--- config.mk ---
export PLATFORM = sky130hd
export DESIGN_NAME = tone_synth
export DESIGN_NICKNAME = d
export VERILOG_FILES = /design/src/rtl/tone_synth.sv
export SDC_FILE = /design/constraint.sdc
export NUM_CORES = 2
export LEC_CHECK = 0
export ABC_AREA = 1
export BUFFER_PORTS_ARGS = -buffer_cell sky130_fd_sc_hd__buf_4
export CORE_MARGIN = 2
export CORE_UTILIZATION = 35
export CTS_CLUSTER_DIAMETER = 40
export CTS_CLUSTER_SIZE = 25
export DETAILED_ROUTE_END_ITERATION = 6
export HOLD_SLACK_MARGIN = 0.06
export PLACE_DENSITY = 0.6
export SETUP_SLACK_MARGIN = 0.4
export SYNTH_ARGS = -nofsm -noshare
export SYNTH_HDL_FRONTEND = slang
export SYNTH_SLANG_ARGS = --single-unit
--- constraint.sdc ---
create_clock -name clk -period 13.3 [get_ports clk]
set_input_delay 0 -clock clk [delete_from_list [all_inputs] [get_ports clk]]
set_output_delay 0 -clock clk [all_outputs]
set_load 0.05 [all_outputs]
--- src/rtl/tone_synth.sv ---
`default_nettype none
// =============================================================================
// Module   : tone_synth
// Purpose  : Per-key square-wave voices, popcount mixer and PWM speaker drive.
//            Define TONE_AUTOGAIN_EN to scale gain by the active voice count.
// Revision : 1.0 - initial release
// =============================================================================
module tone_synth #(
    parameter int NUM_VOICES = 13,
    parameter int CNT_W      = 32,
    parameter int PWM_W      = 8
) (
    input  logic                  clk,
    input  logic                  reset_n,
    input  logic [CNT_W-1:0]      half_period [NUM_VOICES],
    output logic [NUM_VOICES-1:0] voice_wave,
    output logic [3:0]            active_count,
    output logic [PWM_W-1:0]      level,
    output logic                  pwm_sync,
    output logic                  spk_out
);

    localparam int               c_LEVEL_MAX = (2 ** PWM_W) - 1;
    localparam logic [PWM_W-1:0] c_ALL_ONES  = PWM_W'(c_LEVEL_MAX);

    // ---------------------------------------------------------------- voices
    logic [CNT_W-1:0]      cnt_q [NUM_VOICES];
    logic [CNT_W-1:0]      cnt_d [NUM_VOICES];
    logic [CNT_W-1:0]      hp_q  [NUM_VOICES];
    logic [NUM_VOICES-1:0] wave_q;
    logic [NUM_VOICES-1:0] wave_d;

    always_comb begin
        for (int i = 0; i < NUM_VOICES; i++) begin
            cnt_d[i]  = cnt_q[i] + CNT_W'(1);
            wave_d[i] = wave_q[i];
            if (half_period[i] == '0) begin
                cnt_d[i]  = '0;
                wave_d[i] = 1'b0;
            end else if (half_period[i] != hp_q[i]) begin
                // Fresh press or pitch change restarts the phase high.
                cnt_d[i]  = '0;
                wave_d[i] = 1'b1;
            end else if (cnt_q[i] == half_period[i] - CNT_W'(1)) begin
                cnt_d[i]  = '0;
                wave_d[i] = ~wave_q[i];
            end
        end
    end

    always_ff @(posedge clk) begin
        if (!reset_n) begin
            for (int i = 0; i < NUM_VOICES; i++) begin
                cnt_q[i] <= '0;
                hp_q[i]  <= '0;
            end
            wave_q <= '0;
        end else begin
            for (int i = 0; i < NUM_VOICES; i++) begin
                cnt_q[i] <= cnt_d[i];
                hp_q[i]  <= half_period[i];
            end
            wave_q <= wave_d;
        end
    end

    // ----------------------------------------------------------------- mixer
    logic [3:0]       sum;
    logic [3:0]       active_d;
    logic [3:0]       active_q;
    logic [PWM_W-1:0] gain;
    logic [PWM_W+3:0] prod;
    logic [PWM_W-1:0] level_d;
    logic [PWM_W-1:0] level_q;

    always_comb begin
        sum      = '0;
        active_d = '0;
        for (int i = 0; i < NUM_VOICES; i++) begin
            sum      = sum + 4'(wave_q[i]);
            active_d = active_d + 4'(half_period[i] != '0);
        end
    end

`ifdef TONE_AUTOGAIN_EN
    always_comb begin
        gain = '0;
        for (int n = 1; n < 16; n++) begin
            if (active_q == 4'(n)) begin
                gain = PWM_W'(c_LEVEL_MAX / n);
            end
        end
    end
`else
    localparam int c_GAIN = c_LEVEL_MAX / NUM_VOICES;
    assign gain = PWM_W'(c_GAIN);
`endif

    always_comb begin
        prod    = (PWM_W+4)'(sum) * (PWM_W+4)'(gain);
        level_d = (prod > (PWM_W+4)'(c_LEVEL_MAX)) ? c_ALL_ONES : prod[PWM_W-1:0];
    end

    // ------------------------------------------------------------------- pwm
    logic [PWM_W-1:0] pwm_cnt_q;
    logic [PWM_W-1:0] pwm_cnt_d;
    logic [PWM_W-1:0] level_lat_q;
    logic [PWM_W-1:0] level_lat_d;
    logic             frame_end;
    logic             pwm_sync_q;
    logic             spk_q;

    // Level is only sampled at the frame boundary so a frame never mixes two levels.
    always_comb begin
        frame_end   = (pwm_cnt_q == c_ALL_ONES);
        pwm_cnt_d   = pwm_cnt_q + PWM_W'(1);
        level_lat_d = frame_end ? level_q : level_lat_q;
    end

    always_ff @(posedge clk) begin
        if (!reset_n) begin
            active_q    <= '0;
            level_q     <= '0;
            pwm_cnt_q   <= '0;
            level_lat_q <= '0;
            pwm_sync_q  <= 1'b0;
            spk_q       <= 1'b0;
        end else begin
            active_q    <= active_d;
            level_q     <= level_d;
            pwm_cnt_q   <= pwm_cnt_d;
            level_lat_q <= level_lat_d;
            pwm_sync_q  <= frame_end;
            spk_q       <= (pwm_cnt_d < level_lat_d);
        end
    end

    assign voice_wave   = wave_q;
    assign active_count = active_q;
    assign level        = level_q;
    assign pwm_sync     = pwm_sync_q;
    assign spk_out      = spk_q;

endmodule
`default_nettype wire

==> reports/summary.md <==
The DRC violation count after routing was 0; the via count was 59000. TritonCTS created 171 clock buffers. The clock insertion delay at the later pin of the skew report is 0.81 ns.

Cell count after synthesis: 8819. The adder-cell area share of the yosys netlist was 0.0186. Dividing the detail-routed wire length by the instance count gives 15.3 µm. STA classifies the critical path startpoint as a register. The tools report the sequential cell area in the final layout as 17500 µm². The number of cells on the worst hold path is 4, and the final instance area is 77800 µm². Root buffer selected by CTS: sky130_fd_sc_hd__clkbuf_16. The leakage power total was 34.7 nW. The run gives 0 as the number of violations of the max-capacitance limit. The starting density of the core came out at 0.352. The top-area cell type share of the netlist area came out at 0.307.

For the largest net degree at the start of global routing, the log shows 93. The main combinational cell family by area after synthesis is simple AND/OR/NAND/NOR gates. The run finished with clean final reports. The biggest area contributor in the post-synthesis netlist is sky130_fd_sc_hd__dfxtp_1. Count of endpoints failing hold in the final timing report: 0. TritonCTS built the clock tree. Wires add up to 193000 µm. Clock tree synthesis found a total of 875 sinks.

Hold path endpoint: hp_q[0][156]$_SDFF_PN0_. In this run the horizontal extent of the chip is 408 µm. Summing all multi-input logic gate instances after layout gives 33600 µm².

In the post-synthesis netlist, the biggest area contributors are sky130_fd_sc_hd__dfxtp_1 (31%), sky130_fd_sc_hd__nand2_1 (16%), sky130_fd_sc_hd__nor2_1 (9.2%), sky130_fd_sc_hd__inv_1 (8.9%), sky130_fd_sc_hd__xnor2_1 (6.8%). The highest-utilization routing layer at the global route stage is met2. The logs give 0.480 for the fraction of the core area covered by cells at the end of the flow and 0.288 for the worst slew slack as a fraction of its limit.

After routing, the total negative slack on setup checks comes to 0 ns. The number of enable flip-flop cells after synthesis works out to 0. The worst hold path startpoint is half_period[284]. The tools report the met1 demand-to-capacity share in global routing as 0.278. The logs give 4 for the number of H-tree levels and 42 for the initial antenna violation count. The most common cell in the synthesized netlist is sky130_fd_sc_hd__nand2_1. The share of synthesized area spent on multiplexers is 0. The vertical die dimension is 408 µm, and the required time at the worst-slack endpoint is 13.98 ns. In this run the worst path has a maximum fanout of 4. The quantity of I/O buffers inserted on ports is 444.

In this run the mean area of a mapped cell was 6.47 µm². Remaining number of nets flagged by the antenna check after routing: 0. The tightest min-delay check is of the in2reg type. Pin placement for this block handled 445 I/O pins.

In the routed layout, each cell is associated on average with a via count of 4.69. The xor/xnor cell area share of the yosys netlist is 0.134, and the register clock-pin slew on the reported worst setup and hold paths is 0.05 ns. The synthesized netlist contains 59 unique library cells. The clock period could shrink to 5.66 ns. Relative to the synthesized area, the layout overhead comes to 36.4%. The fraction of layout cells with a size suffix above 1 works out to 0.114. Final-layout fill cell count: 15900. The combined global-route utilization of all metal layers was 0.229; the final net count was 10700. The tools report the yosys synthesis warning count as 0. The run gives 0.145 mV as the worst vdd rail ir drop.

At the pin with the least slew margin, the transition time is 1.07 ns. The core box area was 162000 µm²; the sequential-to-total area share from yosys stat was 0.307. The worst-case clock buffer depth is 3, and the flop and latch count out of synthesis is 875. The cell area power density works out to 109 nW/µm². Setup repair after global routing left no endpoint under its margin.

The floorplan has 148 rows. The complex-gate fraction of the synthesized area was 0.0348; the post-synthesis share of cell area spent on and, or, nand and nor gates was 0.402. STA puts the critical path data arrival time at 6.34 ns. Met3 usage: 0.0434. For the met2 usage in global routing, the log shows 0.393.

The detailed router finished its first iteration with 3475 violations. The tools report the number of global-route vias before repair as 58700. In this run the post-CTS setup repair buffer count came out at 0.

STA classifies the critical path endpoint as a register. The destination of the worst register-to-register timing path is level[4]$_SDFF_PN0_. The tools report the final count of pins violating max slew as 0.

The die covers 166000 µm². Detailed placement finished with a half-perimeter wire length of 140000 µm. For flop-to-flop paths, the worst setup slack is 7.64 ns.

The logs give 0 for the total overflow reported by the global router and 62400 µm² for the cell area after placement. The first global-routing pass estimated 309000 µm of wire. The commonest cells after synthesis are sky130_fd_sc_hd__nand2_1 (2387), sky130_fd_sc_hd__nor2_1 (1393), sky130_fd_sc_hd__inv_1 (1357), sky130_fd_sc_hd__dfxtp_1 (875), sky130_fd_sc_hd__xnor2_1 (443). Leading register cell type out of synthesis: sky130_fd_sc_hd__dfxtp_1. The period utilization is 0.426. For this run, the top clock speed supported by timing is 177 MHz. Setup violations remaining at the end of the flow were counted as 0.

For the weighted congestion reported at the end of routability-driven placement, the log shows 0.952. The critical path in this run is classified as reg2reg. The share of flip-flops with an asynchronous set or reset was 0. For the total standard cell area after synthesis, the log shows 57000 µm². The number of iterations in the first detailed-routing pass is 6.

The number of cells on the worst reg-to-reg path is 20. Reg-to-reg startpoint: voice_wave[0]$_SDFFE_PP0P_. On the final layout, the worst clock skew is 0.0446 ns. The number of nets handed over by synthesis was 9312.
metrics by stage:
stage | setup slack (ns) | total power [mW] | std cells | hold slack (ns)
3_5_place_dp | 7.52 | 3.84 | 11300 | 0.199
5_1_grt | 7.27 | 8.84 | 12600 | 0.0924
4_1_cts | 7.52 | 8.54 | 12600 | 0.0609
6_report | 7.64 | 8.46 | 12600 | 0.123
3_3_place_gp | 7.47 | 3.84 | 11300 | 0.197
2_1_floorplan | 7.65 | 3.43 | 8819 | 0.0935
per-layer routing:
metal	vias up	share of wire
met5	-	0.00034
met2	1462	0.47
li1	30000	-
met4	14	0.041
met1	27100	0.43
met3	477	0.054
sequential cells by signal, indices dropped and copies added, names as in the netlist:
signal,cells
cnt_q,416
hp_q,416
voice_wave,13
level,8
level_lat_q,8
pwm_cnt_q,8
active_count,4
pwm_sync,1
spk_out,1
critical path, cell delays in order, from the launching register on:
cell,delay (ns)
sky130_fd_sc_hd__dfxtp_1,0.32
sky130_fd_sc_hd__inv_1,0.08
sky130_fd_sc_hd__fa_1,0.62
sky130_fd_sc_hd__fa_1,0.46
sky130_fd_sc_hd__fa_1,0.51
sky130_fd_sc_hd__fa_1,0.43
sky130_fd_sc_hd__fa_1,0.41
sky130_fd_sc_hd__fa_1,0.39
sky130_fd_sc_hd__xor2_1,0.34
sky130_fd_sc_hd__inv_1,0.12
sky130_fd_sc_hd__ha_1,0.32
sky130_fd_sc_hd__ha_1,0.20
sky130_fd_sc_hd__ha_1,0.32
sky130_fd_sc_hd__a31o_2,0.27
sky130_fd_sc_hd__a21oi_1,0.14
sky130_fd_sc_hd__nor2_1,0.06
sky130_fd_sc_hd__xor2_1,0.16
sky130_fd_sc_hd__nand2_1,0.08
sky130_fd_sc_hd__nand2_1,0.09
sky130_fd_sc_hd__o21ai_0,0.17
sky130_fd_sc_hd__inv_1,0.05
how the worst max path moves through the flow:
stage / from / to / slack [ns] / cells after the start
floorplan: voice_wave[0]$_SDFFE_PP0P_ / level[1]$_SDFF_PN0_ / 7.65 / 20
global placement: voice_wave[3]$_SDFFE_PP0P_ / level[4]$_SDFF_PN0_ / 7.47 / 20
detailed placement: voice_wave[3]$_SDFFE_PP0P_ / level[4]$_SDFF_PN0_ / 7.52 / 20
CTS: voice_wave[0]$_SDFFE_PP0P_ / level[4]$_SDFF_PN0_ / 7.52 / 20
global route: voice_wave[0]$_SDFFE_PP0P_ / level[4]$_SDFF_PN0_ / 7.27 / 20
finish: voice_wave[0]$_SDFFE_PP0P_ / level[4]$_SDFF_PN0_ / 7.64 / 20
cell type report:
class / count / area share
multi-input combinational: 6432 / 0.432
sequential: 875 / 0.225
timing repair buffer: 1386 / 0.164
inverter: 1382 / 0.0667
clock buffer: 211 / 0.0606
tap: 2175 / 0.0350
clock inverter: 104 / 0.0155
antenna: 36 / 0.00116
placed cells by master, fill, tap and decap left out, types with 30 or more instances in the layout:
master                          count
sky130_fd_sc_hd__nand3_1          391
sky130_fd_sc_hd__o21ai_0          149
sky130_fd_sc_hd__nor3b_2           31
sky130_fd_sc_hd__nand2_2           45
sky130_fd_sc_hd__nand2_1         2387
sky130_fd_sc_hd__dfxtp_1          875
sky130_fd_sc_hd__nand3b_1          46
sky130_fd_sc_hd__nor3b_1           67
sky130_fd_sc_hd__o21ai_1           30
sky130_fd_sc_hd__buf_4            451
sky130_fd_sc_hd__nor3_2            32
sky130_fd_sc_hd__nor4_1            64
sky130_fd_sc_hd__inv_1           1357
sky130_fd_sc_hd__nand4_1          197
sky130_fd_sc_hd__nor3_1           162
sky130_fd_sc_hd__ha_1              59
sky130_fd_sc_hd__nor2_4            45
sky130_fd_sc_hd__clkbuf_16        175
sky130_fd_sc_hd__dlygate4sd3_1    934
sky130_fd_sc_hd__nor2_2           101
sky130_fd_sc_hd__nor2_1          1393
sky130_fd_sc_hd__xor2_1           416
sky130_fd_sc_hd__diode_2           36
sky130_fd_sc_hd__a21oi_1          109
sky130_fd_sc_hd__xnor2_1          443
sky130_fd_sc_hd__or2_2            105
power by group:
part / switching, mW / total (mW) / internal [mW]
clock: 1.58 / 4.43 / 2.85
combinational: 0.693 / 1.28 / 0.585
sequential: 0.0481 / 2.76 / 2.71
total: 2.32 / 8.46 / 6.15
cell families after synthesis:
kind of cell | after synthesis
adders and majority gates | 75
AOI/OAI and AO/OA | 364
xor gates and xnor gates | 864
and+or+nand+nor | 5129
buffers and inverters | 1512
DFF | 875
what timing repair did:
action | CTS | global route
hold buffers | 934 | 0
gates resized for setup | 0 | 0
endpoints found under the hold margin | 471 | 0
Note: power is estimated with default switching activity, not from simulation.
